`src/rtl/ch_est_packer.sv`:
```
// rtl/ch_est_packer.sv - groups serial per-RE channel estimates into pair/triple words
//
// Purpose: buffers one I/Q estimate per valid cycle and emits complete groups of
// 2 (pairs) or 3 (triples) as a single-cycle pulse in averager slot order.
// At symbol end a partial group is flushed, padded by replicating the last sample.
//
// Ports:
//   clk, rst            clock (rising edge), asynchronous active-low reset
//   i_in, q_in          signed I/Q estimate, qualified by in_vld
//   parallel_mode       bit0: 1 = triples, 0 = pairs; bit1 ignored
//   sym_end             last sample of symbol; flush partial group
//   sym_abort           drop partial group and same-cycle sample, clear group index
//   i_packed, q_packed  slot A [3W-1:2W], slot B [2W-1:W], slot C [W-1:0]
//   out_vld             one-cycle pulse, packed words valid
//   grp_idx             index of the emitted group within the symbol
//   padded              group completed by replication
module ch_est_packer #(
    parameter int DATA_WIDTH    = 16,
    parameter int GRP_CNT_WIDTH = 8
) (
    input  logic                          clk,
    input  logic                          rst,
    input  logic signed [DATA_WIDTH-1:0]  i_in,
    input  logic signed [DATA_WIDTH-1:0]  q_in,
    input  logic                          in_vld,
    input  logic [1:0]                    parallel_mode,
    input  logic                          sym_end,
    input  logic                          sym_abort,
    output logic [3*DATA_WIDTH-1:0]       i_packed,
    output logic [3*DATA_WIDTH-1:0]       q_packed,
    output logic                          out_vld,
    output logic [GRP_CNT_WIDTH-1:0]      grp_idx,
    output logic                          padded
);

    typedef enum logic {S_EMPTY, S_FILL} state_t;

    state_t                     r_state;
    logic [1:0]                 r_cnt;
    logic                       r_mode;
    logic [DATA_WIDTH-1:0]      r_i_a, r_i_b, r_q_a, r_q_b;
    logic [GRP_CNT_WIDTH-1:0]   r_grp_cnt;
    logic [3*DATA_WIDTH-1:0]    r_i_packed, r_q_packed;
    logic                       r_out_vld;
    logic [GRP_CNT_WIDTH-1:0]   r_grp_idx;
    logic                       r_padded;

    state_t                     w_state_nxt;
    logic [1:0]                 w_cnt_nxt;
    logic [1:0]                 w_cnt_inc;
    logic                       w_mode;
    logic                       w_full;
    logic                       w_flush;
    logic                       w_emit;
    logic [DATA_WIDTH-1:0]      w_i_a, w_i_b, w_i_c, w_q_a, w_q_b, w_q_c;
    logic                       w_unused_mode;

    assign w_unused_mode = parallel_mode[1];

    always_comb begin
        w_state_nxt = r_state;
        w_cnt_nxt   = r_cnt;
        // Mode is taken live on the first sample of a group, then held.
        w_mode      = (r_state == S_EMPTY) ? parallel_mode[0] : r_mode;
        w_cnt_inc   = r_cnt + {1'b0, in_vld};
        w_full      = in_vld && (w_cnt_inc == (w_mode ? 2'd3 : 2'd2));
        w_flush     = sym_end && (w_cnt_inc != 2'd0) && !w_full;
        w_emit      = !sym_abort && (w_full || w_flush);

        // Each slot takes either its stored sample, the same-cycle sample, or a
        // copy of the previous slot; the copy is what implements replication
        // padding, so padded slots can never show stale buffer contents.
        w_i_a = (r_cnt == 2'd0) ? i_in : r_i_a;
        w_q_a = (r_cnt == 2'd0) ? q_in : r_q_a;
        if (r_cnt == 2'd2) begin
            w_i_b = r_i_b;
            w_q_b = r_q_b;
        end else if (r_cnt == 2'd1 && in_vld) begin
            w_i_b = i_in;
            w_q_b = q_in;
        end else begin
            w_i_b = w_i_a;
            w_q_b = w_q_a;
        end
        if (!w_mode) begin
            w_i_c = '0;
            w_q_c = '0;
        end else if (r_cnt == 2'd2 && in_vld) begin
            w_i_c = i_in;
            w_q_c = q_in;
        end else begin
            w_i_c = w_i_b;
            w_q_c = w_q_b;
        end

        if (sym_abort || w_emit) begin
            w_state_nxt = S_EMPTY;
            w_cnt_nxt   = 2'd0;
        end else if (in_vld) begin
            w_state_nxt = S_FILL;
            w_cnt_nxt   = w_cnt_inc;
        end
    end

    always_ff @(posedge clk or negedge rst) begin
        if (!rst) begin
            r_state <= S_EMPTY;
            r_cnt   <= 2'd0;
        end else begin
            r_state <= w_state_nxt;
            r_cnt   <= w_cnt_nxt;
        end
    end

    // Sample storage is deliberately not reset or cleared between groups.
    always_ff @(posedge clk or negedge rst) begin
        if (!rst) begin
            r_mode <= 1'b0;
            r_i_a  <= '0;
            r_i_b  <= '0;
            r_q_a  <= '0;
            r_q_b  <= '0;
        end else if (in_vld && !sym_abort) begin
            if (r_state == S_EMPTY) begin
                r_mode <= parallel_mode[0];
            end
            if (r_cnt == 2'd0) begin
                r_i_a <= i_in;
                r_q_a <= q_in;
            end else if (r_cnt == 2'd1) begin
                r_i_b <= i_in;
                r_q_b <= q_in;
            end
        end
    end

    always_ff @(posedge clk or negedge rst) begin
        if (!rst) begin
            r_i_packed <= '0;
            r_q_packed <= '0;
            r_out_vld  <= 1'b0;
            r_padded   <= 1'b0;
            r_grp_idx  <= '0;
            r_grp_cnt  <= '0;
        end else begin
            r_out_vld <= w_emit;
            if (w_emit) begin
                r_i_packed <= {w_i_a, w_i_b, w_i_c};
                r_q_packed <= {w_q_a, w_q_b, w_q_c};
                r_padded   <= w_flush;
                r_grp_idx  <= r_grp_cnt;
            end else if (sym_end || sym_abort) begin
                r_grp_idx  <= '0;
            end
            // The running index restarts with every symbol boundary, even when
            // the boundary itself emits a group.
            if (sym_end || sym_abort) begin
                r_grp_cnt <= '0;
            end else if (w_emit) begin
                r_grp_cnt <= r_grp_cnt + 1'b1;
            end
        end
    end

    assign i_packed = r_i_packed;
    assign q_packed = r_q_packed;
    assign out_vld  = r_out_vld;
    assign grp_idx  = r_grp_idx;
    assign padded   = r_padded;

endmodule

```
`config.mk`:
```
export PLATFORM = sky130hd
export DESIGN_NAME = ch_est_packer
export DESIGN_NICKNAME = d
export VERILOG_FILES = /design/src/rtl/ch_est_packer.sv
export SDC_FILE = /design/constraint.sdc
export NUM_CORES = 1
export LEC_CHECK = 0
export ABC_AREA = 1
export ABC_CLOCK_PERIOD_IN_PS = 1800
export CAP_MARGIN = 0
export CORE_MARGIN = 2
export CORE_UTILIZATION = 40
export CTS_CLUSTER_DIAMETER = 60
export DETAILED_ROUTE_END_ITERATION = 10
export PLACE_DENSITY_LB_ADDON = 0.1
export SLEW_MARGIN = 20
export SYNTH_ARGS = -nofsm -noshare
export SYNTH_HDL_FRONTEND = slang
export SYNTH_SLANG_ARGS = --single-unit
```
`constraint.sdc`:
```
create_clock -name clk -period 1.8 [get_ports clk]
set_input_delay 0.18 -clock clk [delete_from_list [all_inputs] [get_ports clk]]
set_output_delay 0.18 -clock clk [all_outputs]
set_load 0.01 [all_outputs]
```
==> summary.txt, run 1 <==
Floorplanning
  • Die Height: 153 um
  • Top Ports: 145
  • Num rows: 54
  • Initial Util: 40.8%
  • Die area: 23500 um2
  • Chip Width: 153 um
  • Core ar.: 21900 um2

Finish
  • Fin cells: 1640
  • Fin area: 11900 um2
  • Finished Core Util: 54.4%
  • Share of cells above drive strength 1: 9.49%
  • Synth-to-layout area growth: 33.5%
  • Nets@finish: 1389
  • Number of diodes: 0

STA
  • TNS Setup: 0 ns
  • Post-route clock period utilization: 98.5%
  • Hold Slack: 0.235 ns
  • Fin. Hold Viols: 0
  • Max-slew violations: 0
  • Final min period: 1.77 ns
  • Fmax: 564 MHz
  • Slew Limit Headroom: 71.0%
  • Setup Skew: 0.00940 ns
  • RSZ-0062 raised after global routing: yes
  • Setup WS post-layout: 0.0272 ns
  • Worst slew pin tran: 0.434 ns
  • Final setup fails: 0

Yosys
  • Post-synth cell types: 23
  • Synth area leaders: dfrtp_1 51%, nand2_1 21%, o21ai_0 6.2%
  • Post-synth ARST share: 100%
  • Largest family of logic cells by synthesized area: simple AND/OR/NAND/NOR gates
  • Synth Area in Adders: 0.280%
  • Post-synth top area cell: dfrtp_1
  • Post-synth top cells: 511 x nand2_1, 182 x dfrtp_1, 116 x inv_1, 110 x o21ai_0, 87 x nand3_1
  • Net Count, Synth: 1240
  • XOR/XNOR Fraction of Synth Area: 0.294%
  • Post-synth EDFFs: 0
  • Register area share after synthesis: 51.0%
  • Synth top area share: 51.0%
  • Yosys warns: 0
  • Simple logic cell fraction of the synthesized area: 31.8%
  • Synthesis-stage register bit count: 182
  • Post-synthesis compound-gate area fraction: 8.23%
  • Mapped Avg Cell Area: 7.44 um2
  • Post-synthesis mux area share: 0%
  • Cells after Synth: 1199
  • Synthesized area: 8920 um2
  • Count leader, synth: nand2_1
  • Most common flop cell mapped by yosys: dfrtp_1

CTS
  • Total CTS buffers: 17
  • Root buf cell: clkbuf_16
  • Clk buf depth: 2
  • Worst skew pair latency: 0.42 ns
  • Worst-path clk slew: 0.07 ns
  • CTS tree: built
  • Clock sinks: 182
  • Htree depth: 4

Power
  • Pwr Total: 13.1 mW
  • Combinational power share: 28.0%
  • Pleak: 6.12 nW
  • Seq pwr share: 43.1%
  • Switching Fraction: 30.3%
  • Switching power of the nets: 3.96 mW
  • Max IR drop VDD: 0.586 mV
  • P per Cell Area: 1100 nW/um2
  • Int Pwr: 9.10 mW
  • Clock power share: 28.9%

Setup path
  • R2R depth: 12
  • R2R setup slack: 0.03 ns
  • CP dominant cell by count: nand2_2
  • Reg-to-Reg Start: r_cnt[0]
  • CP max-delay cell: dfrtp_2
  • CP arrival: 2.14 ns
  • Critical-path maximum fanout: 6
  • Worst EP required: 2.16 ns
  • RR Endpoint: q_packed[3]
  • Critical path cell sequence: ha_4, inv_2, nand3_2, nand2_2, nand2_2, nand2_4, nand2_8, nor2_4, buf_6, clkbuf_16, nand2_2, nand2_1
  • CP endpoint kind: register
  • Peak per-stage delay on the critical path: 0.45 ns
  • CP startpoint kind: register
  • CP Class: register to register

Placement
  • Routability congestion estimate: 0.777
  • Hpwl dp: 16000 um
  • Number of port buffers: 143
  • Placed insts: 1591
  • Pre-CTS setup slack: -0.0267 ns
  • Post-placement cell area: 10900 um2

Worst hold path
  • HP Class: input port to asynchronous set/reset pin

Run status
  • Outcome: complete, no violations

Routing
  • DRC: 0
  • 1st-iter DRT viols: 573
  • Post-route ant nets: 0
  • Final wirelength: 26300 um
  • First drt pass iteration count: 5
  • Average wire per standard cell: 16.0 um
  • Routed vias: 8154
  • Vias per cell: 4.97

Global routing
  • Aggregate global routing overflow: 0
  • Initial antenna violation count: 0
  • Vias in the first global route: 7884
  • GRT Util Overall: 21.7%
  • First-pass GRT wire length: 40900 um
  • Largest net degree at the start of global routing: 51

Flow run
  • Max cap viols: 0
[logic make-up after synthesis]
group / after synthesis
AND/OR/NAND/NOR: 679
buffers and inverters: 189
flip-flops: 182
AO/OA/AOI/OAI: 144
XOR/XNOR: 3
adder cells (fa/ha/maj): 2
[flip-flops by register name (all words and copies together) (netlist names), 2 cells and up]
| name | flops |
|---|---|
| i_packed | 48 |
| q_packed | 48 |
| r_i_a | 16 |
| r_i_b | 16 |
| r_q_a | 16 |
| r_q_b | 16 |
| grp_idx | 8 |
| r_grp_cnt | 8 |
| r_cnt | 2 |
[worst max-delay path by stage]
stage / start / end / slack [ns] / cells after the start
finish: r_cnt[0] / q_packed[3] / 0.03 / 12
global placement: r_cnt[1] / i_packed[1] / -0.005 / 10
detailed placement: r_cnt[0] / q_packed[4] / -0.03 / 11
floorplan: r_cnt[0] / i_packed[16] / 0.1 / 10
CTS: r_cnt[0] / q_packed[42] / 0.03 / 11
global route: r_cnt[0] / q_packed[27] / -0.03 / 12
[metal layers]
metal / share of wire, % / global-route usage (%) / up-vias / routed length (um)
li1: - / - / 4075 / -
met1: 46 / 30.4 / 3861 / 12100
met2: 47 / 35.2 / 198 / 12400
met3: 5.3 / 4.17 / 20 / 1390
met4: 1.3 / 4.81 / 0 / 346
met5: 0 / 0 / - / 0
[worst max-delay path, delay by kind of cell (launching register included)]
| family | cells | cell delay, ns |
|---|---|---|
| and+or+nand+nor | 8 | 0.62 |
| DFF | 1 | 0.45 |
| buffers and inverters | 3 | 0.37 |
| adders and majority gates | 1 | 0.27 |
[placed cells by master (no fill, tap or decap), types with 4 or more instances in the layout]
cell type	n
buf_12	14
buf_4	26
buf_6	5
clkbuf_16	25
clkdlybuf4s50_1	141
dfrtp_1	181
inv_1	114
inv_2	4
nand2_1	492
nand2_2	17
nand3_1	82
nand3_2	5
nand4_1	35
nor2_1	5
o21ai_0	105
o21ai_1	31
o31ai_1	4
or2_1	28
or2_2	7
[area by class of cell]
type / count / area, um2
fill: 2095 / 9980
sequential: 182 / 4560
multi-input combinational: 828 / 3750
timing repair buffer: 200 / 2220
inverter: 119 / 449
clock buffer: 19 / 433
tap: 280 / 350
clock inverter: 12 / 154
[power groups by stage]
stage / Sequential [mW] / Combinational (mW) / Clock, mW
3_3_place_gp: 5.70 / 3.45 / 0
2_1_floorplan: 5.85 / 1.35 / 0
3_5_place_dp: 5.69 / 3.50 / 0
5_1_grt: 5.75 / 4.09 / 4.05
4_1_cts: 5.63 / 3.55 / 3.87
6_report: 5.63 / 3.65 / 3.78
[repair_timing]
item	4_1_cts	5_1_grt
endpoints found under the hold margin	31	0
buffers inserted	5	3
endpoints found under the setup margin	30	103
hold buffers	1	0
gates resized for setup	4	39
cloned	1	9
pin swaps	2	11
Note: power is estimated with default switching activity, not from simulation.
==> run 2, diff against run 1 <==
- REMOVE_ABC_BUFFERS: not set -> 1
==> summary.txt, run 2 (same netlist as run 1, synthesis figures left out) <==
Run status
  • Outcome: complete, no violations

Setup path
  • CP arrival: 2.14 ns
  • CP startpoint kind: register
  • Worst EP required: 2.17 ns
  • CP dominant cell by count: nand2_2
  • Peak per-stage delay on the critical path: 0.43 ns
  • CP endpoint kind: register
  • Top delay family on crit path: simple AND/OR/NAND/NOR gates
  • Critical path depth: 12
  • R2R depth: 12
  • CP Class: register to register
  • Critical path cell sequence: ha_4, inv_2, nand3_2, nand2_2, nand2_2, nand2_4, nand2_8, nor2_4, buf_12, clkbuf_16, nand2_2, nand2_1
  • Bufs and invs on worst path: 3
  • Reg-to-Reg Start: r_cnt[0]
  • CP max-delay cell: dfrtp_2
  • Critical path origin: r_cnt[0]
  • Critical-path maximum fanout: 5

STA
  • Final min period: 1.77 ns
  • Fmax: 565 MHz
  • Post-route clock period utilization: 98.4%
  • Fin. Hold Viols: 0
  • Slew Limit Headroom: 66.8%
  • Setup WS post-layout: 0.0289 ns
  • Worst slew pin tran: 0.498 ns
  • TNS Setup: 0 ns
  • Final setup fails: 0
  • Max-slew violations: 0
  • Setup Skew: 0.0106 ns

Power
  • Pleak: 6.08 nW
  • Max IR drop VDD: 0.736 mV
  • P per Cell Area: 1070 nW/um2

Routing
  • Final wirelength: 26000 um
  • 1st-iter DRT viols: 429
  • Average wire per standard cell: 15.8 um
  • Post-route ant nets: 0
  • DRC: 0
  • Routed vias: 8167
  • Vias per cell: 4.97
  • First drt pass iteration count: 6

Floorplanning
  • Chip Width: 153 um
  • Top Ports: 145
  • Core ar.: 21900 um2
  • Initial Util: 40.8%
  • Die Height: 153 um
  • Die area: 23500 um2
  • Num rows: 54

Finish
  • Nets@finish: 1390
  • Share of cells above drive strength 1: 9.32%
  • Commonest non-fill, non-tap cell in the layout: nand2_1
  • Synth-to-layout area growth: 32.5%
  • Finished Core Util: 54.0%
  • Fin cells: 1642
  • Number of diodes: 0
  • Most frequent cells in the layout: 499 x nand2_1, 180 x dfrtp_1, 141 x clkdlybuf4s50_1

CTS
  • CTS tree: built
  • Root buf cell: clkbuf_16
  • Htree depth: 4
  • Clock sinks: 182
  • Worst-path clk slew: 0.07 ns
  • Worst skew pair latency: 0.43 ns
  • Clk buf depth: 2
  • Total CTS buffers: 17

Placement
  • Hpwl dp: 15900 um
  • Routability congestion estimate: 0.799
  • Pre-CTS setup slack: -0.0454 ns
  • Number of port buffers: 143
  • Placed insts: 1596

Worst hold path
  • HP Class: input port to register
  • Hold_sp: in_vld
  • Hold Path Stages: 4

Global routing
  • Largest net degree at the start of global routing: 61
  • GRT Util Overall: 21.3%
  • Initial antenna violation count: 1
  • First-pass GRT wire length: 40200 um
  • Vias in the first global route: 7700
  • Aggregate global routing overflow: 0

Flow run
  • Max cap viols: 0
-- run 2: worst paths after layout --
check / end / slack (ns)
worst min register to register: r_q_b[7] / 0.48
worst max-delay path: q_packed[1] / 0.03
max in group asynchronous: q_packed[46] / 0.89
min in group asynchronous: i_packed[23] / 0.28
worst min-delay path: r_cnt[0] / 0.19
worst max register to register: q_packed[1] / 0.03
-- run 2: layer usage --
layer / vias up / wire length (um) / global-route usage (%)
met5: - / 11 / 0
met4: 2 / 421 / 6.07
met3: 36 / 1390 / 3.40
met2: 236 / 12100 / 34.9
met1: 3820 / 12100 / 29.4
li1: 4073 / - / -
-- run 2: repair_timing --
action	4_1_cts	5_1_grt
gates resized for setup	5	23
cloned	1	7
endpoints found under the setup margin	3	77
endpoints found under the hold margin	46	0
hold buffers	1	0
pin swaps	0	7
setup buffers	0	6
-- run 2: through the flow --
stage / hold slack [ns] / area (um2) / power (mW)
6_report: 0.191 / 11800 / 12.7
5_1_grt: 0.220 / 11800 / 13.5
4_1_cts: 0.209 / 11500 / 12.7
3_5_place_dp: 0.184 / 10900 / 9.15
3_3_place_gp: 0.185 / 10900 / 9.10
2_1_floorplan: -0.116 / 8630 / 7.15
-- run 2: area by class of cell --
| class | count | area [um2] |
|---|---|---|
| Fill cell | 2085 | 10100 |
| Sequential cell | 182 | 4560 |
| Multi-Input combinational cell | 828 | 3730 |
| Timing Repair Buffer | 201 | 2200 |
| Inverter | 119 | 447 |
| Clock buffer | 18 | 439 |
| Tap cell | 280 | 350 |
| Clock inverter | 14 | 101 |
-- run 2: power breakdown --
part / internal (mW) / switching (mW) / total (mW)
Sequential: 5.05 / 0.534 / 5.59
Combinational: 1.85 / 1.76 / 3.61
Clock: 1.81 / 1.67 / 3.48
Total: 8.71 / 3.97 / 12.7
-- run 2: worst min-delay path: cells and delay by family --
family | cells | cell delay (ns)
adders and majority gates | 1 | 0.15
AOI/OAI and AO/OA | 1 | 0.07
buffers and inverters | 1 | 0.12
and+or+nand+nor | 1 | 0.06
==> run 3, diff against run 2 <==
- ABC_AREA: 1 -> not set
==> summary.txt, run 3 <==
Yosys
  • Simple logic cell fraction of the synthesized area: 10.3%
  • Cells after Synth: 748
  • Post-synthesis compound-gate area fraction: 17.3%
  • Post-synthesis mux area share: 12.9%
  • Synth top area share: 55.2%
  • XOR/XNOR Fraction of Synth Area: 0.850%
  • Synthesis-stage register bit count: 182
  • Post-synth EDFFs: 0
  • Mapped Avg Cell Area: 11.0 um2
  • Post-synth cell types: 35
  • Post-synth top cells: 182 x dfrtp_1, 90 x nand2_1, 69 x o21ai_0, 60 x mux2_2, 42 x nor2_1
  • Synthesized area: 8250 um2
  • Yosys warns: 0
  • Synth area leaders: dfrtp_1 55%, mux2_2 8.2%, o21ai_0 4.2%
  • Register area share after synthesis: 55.2%
  • Most common flop cell mapped by yosys: dfrtp_1
  • Largest family of logic cells by synthesized area: compound AO/OA/AOI/OAI gates
  • Post-synth top area cell: dfrtp_1
  • Synth Area in Adders: 0.303%
  • Post-synth ARST share: 100%
  • Count leader, synth: dfrtp_1

Global routing
  • First-pass GRT wire length: 35900 um
  • Largest net degree at the start of global routing: 50
  • Vias in the first global route: 6766
  • GRT Util Overall: 20.9%
  • Initial antenna violation count: 0
  • Aggregate global routing overflow: 0

Power
  • Switching power of the nets: 3.87 mW
  • Pleak: 5.25 nW
  • Pwr Total: 13.2 mW
  • Int Pwr: 9.34 mW
  • P per Cell Area: 1150 nW/um2
  • Switching Fraction: 29.3%
  • Seq pwr share: 43.5%
  • Clock power share: 29.6%
  • Combinational power share: 26.9%
  • Max IR drop VDD: 0.595 mV

CTS
  • Worst skew pair latency: 0.44 ns
  • Root buf cell: clkbuf_16
  • Worst-path clk slew: 0.07 ns
  • Clk buf depth: 2
  • Clock sinks: 182
  • Htree depth: 4
  • Total CTS buffers: 17
  • CTS tree: built

Floorplanning
  • Core ar.: 20200 um2
  • Chip Width: 148 um
  • Initial Util: 40.8%
  • Num rows: 52
  • Die area: 21800 um2
  • Top Ports: 145
  • Die Height: 148 um

Setup path
  • CP dominant cell by count: buf_6
  • CP arrival: 2.17 ns
  • CP max-delay cell: dfrtp_2
  • CP Class: register to register
  • CP startpoint kind: register
  • CP endpoint kind: register
  • Top delay family on crit path: flip-flops
  • Peak per-stage delay on the critical path: 0.43 ns
  • Critical path cell sequence: ha_4, nand2b_4, mux2i_4, o21ai_4, buf_6, buf_6, inv_8, xnor2_2, nor2_1
  • Bufs and invs on worst path: 3
  • Worst EP required: 2.12 ns
  • Critical-path maximum fanout: 6

STA
  • Max-slew violations: 0
  • Hold Slack: 0.263 ns
  • Setup Skew: 0.0161 ns
  • RSZ-0062 raised after global routing: yes
  • Post-route clock period utilization: 103%
  • Fmax: 540 MHz
  • Slew Limit Headroom: 67.6%
  • Final min period: 1.85 ns
  • Setup WS post-layout: -0.0512 ns
  • Fin. Hold Viols: 0
  • Final setup fails: 30
  • TNS Setup: -0.511 ns
  • Worst slew pin tran: 0.487 ns

Routing
  • Vias per cell: 5.37
  • First drt pass iteration count: 5
  • Post-route ant nets: 0
  • 1st-iter DRT viols: 329
  • Final wirelength: 22200 um
  • Average wire per standard cell: 18.2 um
  • Routed vias: 6577
  • DRC: 0

Finish
  • Share of cells above drive strength 1: 22.3%
  • Fin cells: 1225
  • Fillcell total: 1689
  • Commonest non-fill, non-tap cell in the layout: dfrtp_1
  • Number of diodes: 0
  • Most frequent cells in the layout: 180 x dfrtp_1, 142 x clkdlybuf4s50_1, 80 x nand2_1
  • Nets@finish: 983
  • Synth-to-layout area growth: 39.2%

Run status
  • Outcome: finished, violations left
  • Failing checks: setup timing

Placement
  • Hpwl dp: 14800 um
  • Routability congestion estimate: 0.813
  • Placed insts: 1187
  • Number of port buffers: 143
  • Pre-CTS setup slack: -0.435 ns

Flow run
  • Max cap viols: 0

Worst hold path
  • HP Class: input port to asynchronous set/reset pin
-- run 3: cell types whose count changed in the layout (fill, tap and decap cells not counted), moves of 34 or more --
cell     change
a21oi_1     +34
inv_1      -113
mux2_2      +60
nand2_1    -419
nand3_1     -71
nand4_1     -35
nor2_1      +35
o21ai_0     -70
-- run 3: logic make-up after synthesis --
family                     count (synthesis)
AOI/OAI and AO/OA                        208
xor gates and xnor gates                   8
adders and majority gates                  2
buffers and inverters                     60
DFF                                      182
muxes                                     98
and+or+nand+nor                          190
-- run 3: worst paths after layout --
path	start	endpoint	slack [ns]	depth (start not counted)
setup reg to reg	r_cnt[0]	r_grp_cnt[0]	-0.05	9
hold / removal	rst	grp_idx[6]	0.26	2
setup / recovery	r_cnt[0]	r_grp_cnt[0]	-0.05	9
hold reg to reg	q_packed[40]	q_packed[40]	0.48	2
max in group asynchronous	rst	i_packed[46]	0.97	3
min in group clk	i_in[9]	r_i_b[9]	0.42	2
-- run 3: metrics by stage --
| step | instance area (um2) | util, % |
|---|---|---|
| after detailed placement | 10600 | 52.6 |
| after CTS | 11400 | 56.5 |
| after global routing | 11500 | 56.7 |
| final | 11500 | 56.7 |
| after floorplan | 7990 | - |
| after global placement | 10600 | 52.6 |
-- run 3: power groups by stage --
| stage | sequential (mW) | combinational, mW | clock, mW |
|---|---|---|---|
| final | 5.74 | 3.55 | 3.91 |
| after global routing | 5.87 | 3.86 | 4.21 |
| after CTS | 5.74 | 3.57 | 4.01 |
| after detailed placement | 5.80 | 3.49 | 0 |
| after global placement | 5.75 | 3.42 | 0 |
| after floorplan | 5.96 | 1.19 | 0 |
-- run 3: area by class of cell --
class | instances | area, um2 | share of cell area [%]
Multi-Input combinational cell | 506 | 3560 | 31.0
Clock buffer | 18 | 439 | 3.82
Clock inverter | 14 | 181 | 1.58
Sequential cell | 182 | 4560 | 39.7
Timing Repair Buffer | 234 | 2400 | 20.9
Tap cell | 270 | 338 | 2.94
Inverter | 1 | 11.3 | 0.0981
-- run 3: repair_timing --
item / in CTS / in global routing
gates resized for setup: 51 / 14
hold buffers: 1 / 0
pin swaps: 9 / 4
setup endpoints to repair: 142 / 139
buffers inserted: 3 / 1
hold endpoints to repair: 43 / 0
gates cloned: 0 / 1
-- run 3: metal layers --
| metal | part of all wire [%] | track usage, % | vias to the layer above |
|---|---|---|---|
| li1 | - | - | 3099 |
| met3 | 4.5 | 4.60 | 21 |
| met1 | 46 | 27.9 | 3284 |
| met2 | 48 | 34.7 | 173 |
| met5 | 0 | 0 | - |
| met4 | 1.3 | 5.48 | 0 |
